===== src/rtl/pc_pkg.sv =====
`default_nettype none
// +----------------------------------------------------------------------+
// | pc_pkg : opcode encodings and width helper for the PC sequencer       |
// | Rev 1.0                                                               |
// +----------------------------------------------------------------------+
package pc_pkg;

    localparam logic [1:0] JMP_FAMILY = 2'b11;

    localparam logic [1:0] OP_JC   = 2'b00;
    localparam logic [1:0] OP_JMP  = 2'b01;
    localparam logic [1:0] OP_CALL = 2'b10;
    localparam logic [1:0] OP_RET  = 2'b11;

    function automatic int instr_width(input int opc_w, input int opr_w);
        return opc_w + 2 * opr_w;
    endfunction

endpackage
`default_nettype wire


===== src/rtl/pc_return_stack.sv =====
`default_nettype none
// +----------------------------------------------------------------------+
// | pc_return_stack : LIFO of return addresses for CALL/RET               |
// | Rev 1.0                                                               |
// +----------------------------------------------------------------------+
module pc_return_stack #(
    parameter int ADDR_W      = 8,
    parameter int STACK_DEPTH = 4
) (
    input  logic                               Clock,
    input  logic                               Reset,
    input  logic                               push,
    input  logic                               pop,
    input  logic [ADDR_W-1:0]                  push_data,
    output logic [ADDR_W-1:0]                  top,
    output logic [$clog2(STACK_DEPTH+1)-1:0]   level,
    output logic                               full,
    output logic                               empty
);

    localparam int LVL_W = $clog2(STACK_DEPTH + 1);
    localparam int IDX_W = (STACK_DEPTH > 1) ? $clog2(STACK_DEPTH) : 1;

    logic [ADDR_W-1:0] r_entry [STACK_DEPTH];
    logic [LVL_W-1:0]  r_level;
    logic [LVL_W-1:0]  w_level_m1;
    logic [IDX_W-1:0]  w_wr_idx;
    logic [IDX_W-1:0]  w_rd_idx;

    // Index slices are only meaningful when the matching push/pop is legal.
    assign w_level_m1 = r_level - LVL_W'(1);
    assign w_wr_idx   = r_level[IDX_W-1:0];
    assign w_rd_idx   = w_level_m1[IDX_W-1:0];

    assign full  = (r_level == LVL_W'(STACK_DEPTH));
    assign empty = (r_level == '0);
    assign level = r_level;
    assign top   = r_entry[w_rd_idx];

    always_ff @(posedge Clock) begin
        if (Reset) begin
            r_level <= '0;
            for (int i = 0; i < STACK_DEPTH; i++) begin
                r_entry[i] <= '0;
            end
        end else if (push && !full) begin
            r_entry[w_wr_idx] <= push_data;
            r_level           <= r_level + LVL_W'(1);
        end else if (pop && !empty) begin
            r_level <= w_level_m1;
        end
    end

endmodule
`default_nettype wire


===== src/rtl/pc_sequencer.sv =====
`default_nettype none
// +----------------------------------------------------------------------+
// | pc_sequencer : program counter, jump decode and return-stack control |
// | Rev 1.0                                                               |
// +----------------------------------------------------------------------+
module pc_sequencer
    import pc_pkg::*;
#(
    parameter int ADDR_W      = 8,
    parameter int OPC_W       = 4,
    parameter int OPR_W       = 4,
    parameter int STACK_DEPTH = 4
) (
    input  logic                                      Clock,
    input  logic                                      Reset,
    input  logic                                      Stall,
    input  logic                                      DoJump,
    output logic [ADDR_W-1:0]                         ImemAddr,
    input  logic [instr_width(OPC_W, OPR_W)-1:0]      ImemData,
    output logic [OPC_W-1:0]                          command,
    output logic [OPR_W-1:0]                          A,
    output logic [OPR_W-1:0]                          B,
    output logic                                      Taken,
    output logic [$clog2(STACK_DEPTH+1)-1:0]          StackLevel,
    output logic                                      StackErr
);

    localparam int IW    = instr_width(OPC_W, OPR_W);
    localparam int TGT_W = 2 * OPR_W;

    logic [ADDR_W-1:0] r_pc;
    logic              r_err;
    logic [ADDR_W-1:0] w_pc_inc;
    logic [ADDR_W-1:0] w_target;
    logic [ADDR_W-1:0] w_next_pc;
    logic [ADDR_W-1:0] w_stack_top;
    logic [TGT_W-1:0]  w_tgt_raw;
    logic [1:0]        w_family;
    logic [1:0]        w_subop;
    logic              w_push;
    logic              w_pop;
    logic              w_err_set;
    logic              w_full;
    logic              w_empty;

    assign command  = ImemData[IW-1 -: OPC_W];
    assign A        = ImemData[2*OPR_W-1 : OPR_W];
    assign B        = ImemData[OPR_W-1 : 0];
    assign ImemAddr = r_pc;
    assign StackErr = r_err;

    assign w_family  = command[OPC_W-1 -: 2];
    assign w_subop   = command[1:0];
    assign w_pc_inc  = r_pc + ADDR_W'(1);
    assign w_tgt_raw = {A, B};

    generate
        if (ADDR_W > TGT_W) begin : g_tgt_zext
            assign w_target = {{(ADDR_W-TGT_W){1'b0}}, w_tgt_raw};
        end else if (ADDR_W == TGT_W) begin : g_tgt_same
            assign w_target = w_tgt_raw;
        end else begin : g_tgt_trunc
            assign w_target = w_tgt_raw[ADDR_W-1:0];
        end
    endgenerate

    // Refused CALL/RET fall through to PC+1 and raise the sticky error.
    always_comb begin
        w_next_pc = w_pc_inc;
        w_push    = 1'b0;
        w_pop     = 1'b0;
        w_err_set = 1'b0;
        Taken     = 1'b0;
        if (w_family == JMP_FAMILY) begin
            case (w_subop)
                OP_JC: begin
                    Taken = DoJump;
                    if (DoJump) w_next_pc = w_target;
                end
                OP_JMP: begin
                    Taken     = 1'b1;
                    w_next_pc = w_target;
                end
                OP_CALL: begin
                    if (!w_full) begin
                        Taken     = 1'b1;
                        w_push    = 1'b1;
                        w_next_pc = w_target;
                    end else begin
                        w_err_set = 1'b1;
                    end
                end
                default: begin
                    if (!w_empty) begin
                        Taken     = 1'b1;
                        w_pop     = 1'b1;
                        w_next_pc = w_stack_top;
                    end else begin
                        w_err_set = 1'b1;
                    end
                end
            endcase
        end
    end

    always_ff @(posedge Clock) begin
        if (Reset) begin
            r_pc  <= '0;
            r_err <= 1'b0;
        end else if (!Stall) begin
            r_pc <= w_next_pc;
            if (w_err_set) r_err <= 1'b1;
        end
    end

    pc_return_stack #(
        .ADDR_W      (ADDR_W),
        .STACK_DEPTH (STACK_DEPTH)
    ) u_stack (
        .Clock     (Clock),
        .Reset     (Reset),
        .push      (w_push && !Stall),
        .pop       (w_pop && !Stall),
        .push_data (w_pc_inc),
        .top       (w_stack_top),
        .level     (StackLevel),
        .full      (w_full),
        .empty     (w_empty)
    );

endmodule
`default_nettype wire


===== config.mk =====
export PLATFORM = sky130hd
export DESIGN_NAME = pc_sequencer
export DESIGN_NICKNAME = d
export VERILOG_FILES = /design/src/rtl/pc_pkg.sv /design/src/rtl/pc_return_stack.sv /design/src/rtl/pc_sequencer.sv
export SDC_FILE = /design/constraint.sdc
export NUM_CORES = 1
export LEC_CHECK = 0
export CORE_ASPECT_RATIO = 1.4
export CORE_MARGIN = 3
export CORE_UTILIZATION = 25
export CTS_CLUSTER_SIZE = 16
export DETAILED_ROUTE_END_ITERATION = 8
export PLACE_DENSITY = 0.5
export SKIP_LAST_GASP = 1
export SLEW_MARGIN = 5
export SYNTH_ARGS = -nofsm -noshare
export SYNTH_HDL_FRONTEND = slang
export SYNTH_HIERARCHICAL = 1
export SYNTH_SLANG_ARGS = --single-unit

===== constraint.sdc =====
create_clock -name Clock -period 6.5 [get_ports Clock]
set_input_delay 0.975 -clock Clock [delete_from_list [all_inputs] [get_ports Clock]]
set_output_delay 0.975 -clock Clock [all_outputs]
set_load 0.01 [all_outputs]

# ---- Word level (Yosys, flattened, before mapping)
# Memory sizes are Yosys's and may differ from the RTL's.
# Cells that the tools add are included.
dict set report classes {
  add_sub_neg 3
  eq_ne 4
  muxes 27
  bitwise 1
  n_reduce_logical 14
}
# cell n
set op_table {}
lappend op_table {{8-bit two-way mux} 5}
lappend op_table {{8-bit case mux with 3 select lines} 1}
lappend op_table {{1-bit two-way mux} 16}
lappend op_table {{8-bit by 1-bit adder with 8-bit output (second input constant)} 1}
lappend op_table {{8-bit OR reduction} 1}
lappend op_table {{3-bit two-way mux} 2}
lappend op_table {{2-bit equality test (second input constant)} 2}
lappend op_table {{1-bit logical AND} 4}
lappend op_table {{3-bit by 1-bit adder with 3-bit output (second input constant)} 1}
lappend op_table {{3-bit equality test (second input constant)} 1}
lappend op_table {{1-bit zero test} 3}
lappend op_table {{3-bit zero test} 1}
lappend op_table {{1-bit case mux with 3 select lines} 1}
lappend op_table {{3-bit OR reduction} 1}
lappend op_table {{3-bit by 1-bit subtractor with 3-bit output (second input constant)} 1}
lappend op_table {{2-bit by 1-bit equality test with 1-bit output (second input constant)} 1}
lappend op_table {{2-bit zero test} 1}
lappend op_table {{2-bit two-way mux} 1}
lappend op_table {{1-bit case mux with 2 select lines} 1}
lappend op_table {{2-bit AND reduction} 1}
lappend op_table {{2-bit nonzero test} 1}
lappend op_table {{2-bit OR reduction} 1}
lappend op_table {{1-bit inverter} 1}
dict set report totals {
  register_bits 12
  ramBits 32
  input_bits 16
  out_inout_bits 25
  wordCells 53
  memories 1
}
# name words word_bits rd rd_ports_with_merged_regs write_ports line
set memory_table {}
lappend memory_table {u_stack.r_entry 4 8 1 0 4 pc_return_stack.sv:24} ;# logic [ADDR_W-1:0] r_entry [STACK_DEPTH];

# ---- Longest topological paths before layout
dict set report depth {
  word_depth 11
  mapped_depth 10
  ltp_nobuf 8
}

# ---- Hierarchy
# The synthesis kept the hierarchy.
# mod n_inst cells_each area_each_um2 seq_area_each_um2
set by_module_without_submodules {}
lappend by_module_without_submodules {pc_return_stack 1 118 1744.2 1021.0}
lappend by_module_without_submodules {pc_sequencer 1 107 820.8 180.2}

# ---- Least setup slack after synthesis
# No wires, ideal clock.
dict set report synth_timing {
  path_kind {input to register}
  start {in ImemData[10]}
  end {mem u_stack.r_entry[0][0], enable pin}
  setup_time_ps 329
  arrival_ps 3002
  required_ps 6171
  setup_slack_ps 3169
  stages 6
  path_buffers 0
  path_cell_list {nand2_1 or2_2 nor4b_1 nand2b_2 nor4_4 or2_1}
}
# element line
set synth_rtl {}
lappend synth_rtl {{from (decl)} pc_sequencer.sv:19} ;# input logic [instr_width(OPC_W, OPR_W)-1:0] ImemData,
lappend synth_rtl {{to (decl)} pc_return_stack.sv:24}

# ---- Worst setup path after layout
dict set report layout_timing {
  start {reg u_stack.r_level[1] (netlist: u_stack/level[1])}
  end {out Taken}
}
dict set report layout_via {
  elab_chain_len 4
  word_cells_on_any_way 6
  cone_classes {eq/ne (1); mux (4); reduce/logical (1)}
}
# element line
set layout_rtl {}
lappend layout_rtl {{from (decl)} pc_return_stack.sv:25} ;# logic [LVL_W-1:0] r_level;
lappend layout_rtl {{from (signal assigned)} pc_return_stack.sv:48} ;# r_level <= r_level + LVL_W'(1);
lappend layout_rtl {{from (signal assigned)} pc_return_stack.sv:50} ;# r_level <= w_level_m1;
lappend layout_rtl {{3-bit equality test} pc_return_stack.sv:35} ;# assign full = (r_level == LVL_W'(STACK_DEPTH));
lappend layout_rtl {{named net w_full} pc_sequencer.sv:43} ;# logic w_full;
lappend layout_rtl {{1-bit two-way mux} pc_sequencer.sv:85} ;# if (!w_full) begin
lappend layout_rtl {{1-bit case mux with 3 select lines} pc_sequencer.sv:75} ;# case (w_subop)
lappend layout_rtl {{1-bit two-way mux} pc_sequencer.sv:74} ;# if (w_family == JMP_FAMILY) begin
lappend layout_rtl {{to (decl)} pc_sequencer.sv:23} ;# output logic Taken,
# The timed path passes the listed nets, and every way through them passes these cells.

==> flow_summary.json <==
{
  "status": "completed",
  "hold_class": "reg2reg",
  "vias": 1779,
  "p_clk_share_pct": 43.7,
  "fin_crit_ns": 4.216,
  "antenna_found_initial": 0,
  "peakVddDrop_uv": 100.2,
  "syn_inst": 225,
  "cts_tree": "built",
  "cts_setup_buffers": 0,
  "power_density_nw_per_um2": 215.7,
  "end_kind": "primary output",
  "slew_violations": 0,
  "synthTopCellsByArea": "edfxtp_1, dfxtp_1, and2_1, mux4_2, buf_4",
  "r2r-start": "u_stack/level[1]",
  "p_seq_share_pct": 46.4,
  "setup_ws_ns": 2.284,
  "setup_viol": 0,
  "p_leak_uw": 0.001098,
  "netlist_area_um2": 2565,
  "synth_ff_type": "edfxtp_1",
  "synth_top_family_by_area": "simple AND/OR/NAND/NOR gates",
  "clock_latency_ns": 0.29,
  "drv_cap": 0,
  "io_pins": 41,
  "power.net_switching_uw": 154.8,
  "synth_compound_area_share_pct": 10.98,
  "synth_most_common_cell": "and2_1",
  "async_flop_share_pct": 0,
  "syn_area_per_cell_um2": 11.40,
  "synthSimpleGateAreaFrac_pct": 21.51,
  "worst_ep_arrival_time_ns": 3.24,
  "synth_warnings": 6,
  "coreArea_um2": 9953,
  "postRouteAntennaNets": 0,
  "numCtsBuffers": 5,
  "synth_area_leader_cell": "edfxtp_1",
  "synth_top_area_share_pct": 37.46,
  "drive_above_1_share_pct": 11.51,
  "diodes": 0,
  "yosysSeqAreaShare_pct": 46.83,
  "wl_um": 6103,
  "cts-hold-fix-buffers": 0,
  "die_w_um": 91.61,
  "min_from": "StackErr",
  "cts_max_path_buffers": 2,
  "grt_pass1_wl_um": 9487,
  "muxShareOfSynthArea_pct": 8.780,
  "rows": 43,
  "clock_skew_ns": 0.006509,
  "synth_edf_count": 32,
  "hold_viol_final": 0,
  "grt_max_degree": 21,
  "combPwrFrac_pct": 9.9,
  "period_share_pct": 64.87,
  "crit_type": "reg2out",
  "final_util_pct": 31.87,
  "fmax_mhz": 237.2,
  "internal_power_uw": 529.4,
  "start_util_pct": 25.77,
  "drt_pass1_iterations": 4,
  "drt-wirelength-per-cell_um": 15.77,
  "dp_cells": 379,
  "nets": 271,
  "die_area_um2": 11530,
  "rsz0062_at_grt": "no",
  "post_cts_resized": 0,
  "synth_nets": 245,
  "synth_commonest_cells": "and2_1, edfxtp_1, buf_4, dfxtp_1, nor2_1",
  "synthToLayoutAreaGrowth_pct": 23.66,
  "sw_frac_of_total_pct": 22.63,
  "clock-sinks": 44,
  "yosysUniqueCellTypes": 53,
  "crit_path_start_kind": "flop",
  "drc": 0,
  "place.gp.congestion": 0.8069,
  "worst-slew-pin-transition_ns": 0.7954,
  "die_y_um": 125.9,
  "final.setup.tns_ns": 0,
  "synth_fa_ha_area_share_pct": 1.951,
  "avgViaCountPerCell": 4.597,
  "clockRootBuffer": "clkbuf_16",
  "grt_overflow": 0,
  "layout.cells.non_filler": 387,
  "crit_fanout": 10,
  "hpwlAfterDp_um": 4762,
  "h-tree-depth": 2,
  "grt_pass1_vias": 1719,
  "track_usage_pct": 10.80,
  "io_buffers": 40,
  "crit_required_ns": 5.52,
  "clk_pin_slew_ns": 0.07,
  "initialDrtViolationCount": 80,
  "synth_xor_area_share_pct": 2.732,
  "max_slew_margin_pct": 46.81,
  "pre_cts_slack_ns": 2.353,
  "p_total_uw": 684.2,
  "synth-seq-cells": 44,
  "startpoint": "u_stack/level[1]"
}
power groups by stage:
stage	Clock, uW	Combinational, uW	Sequential (uW)
5_1_grt	318	73.6	318
6_report	299	67.8	317
4_1_cts	309	68.5	318
2_1_floorplan	0	38.4	321
3_3_place_gp	0	68.6	324
3_5_place_dp	0	68.2	324
layout make-up:
| class | count | area [um2] |
|---|---|---|
| flip-flops and latches | 44 | 1201 |
| clock inverters | 3 | 50.05 |
| multi-input cells | 150 | 1179 |
| inverters | 8 | 32.53 |
| well taps | 135 | 168.9 |
| fillers | 989 | 6782 |
| clock buffers | 5 | 125.1 |
| repair buffers | 42 | 415.4 |
cells in the final DEF (no fill, tap or decap), drive strengths merged, types with 3 or more instances in the layout:
master,count
clkdlybuf4s50,40
and2,35
edfxtp,32
dfxtp,12
nor2,12
inv,10
nand2,8
mux4,8
a21oi,7
nand3,5
nor3,5
nor2b,5
a32oi,5
clkbuf,5
xor2,4
xnor2,4
a22oi,4
a211oi,4
ha,4
or2,4
mux2,4
a31oi,3
nor4,3
o21ai,3
worst paths after layout:
check             slack (ns)  cells past startpoint               endpoint
hold reg to reg         0.47                      2               StackErr
hold / removal          0.47                      2               StackErr
setup / recovery        2.28                      8                  Taken
setup reg to reg        3.30                      8  u_stack/r_entry[1][7]
registers in the layout (all words and copies together) (netlist names):
name / flops
u_stack/r_entry: 32
ImemAddr: 8
u_stack/level: 3
StackErr: 1
routing by layer:
layer	global-route usage [%]	share of wire (%)	wire, um
met1	11.02	38	2349
met2	20.96	56	3434
met3	1.792	3.2	197
met4	4.885	2.0	123
met5	0	0	0
cells by family after synthesis:
group,count (synthesis)
and+or+nand+nor,88
DFF,44
AOI/OAI and AO/OA,38
buffers and inverters,31
muxes,12
xor gates and xnor gates,8
adders and majority gates,4
critical path, cell delays in order, from the launching register on:
cell and delay [ns]:
dfxtp_1 0.64, inv_2 0.15, ha_1 0.30, and2_1 0.33, mux2_2 0.36, a21oi_1 0.35
nand2_1 0.20, inv_1 0.09, clkdlybuf4s50_1 0.53
through the flow:
| step | hold slack [ns] | cell area (um2) |
|---|---|---|
| 6_report | 0.4680 | 3172 |
| 5_1_grt | 0.4972 | 3172 |
| 4_1_cts | 0.4739 | 3172 |
| 3_5_place_dp | 0.4581 | 2997 |
| 3_3_place_gp | 0.4742 | 2997 |
| 2_1_floorplan | 0.5050 | 2565 |
(Power assumes the default switching activity.)
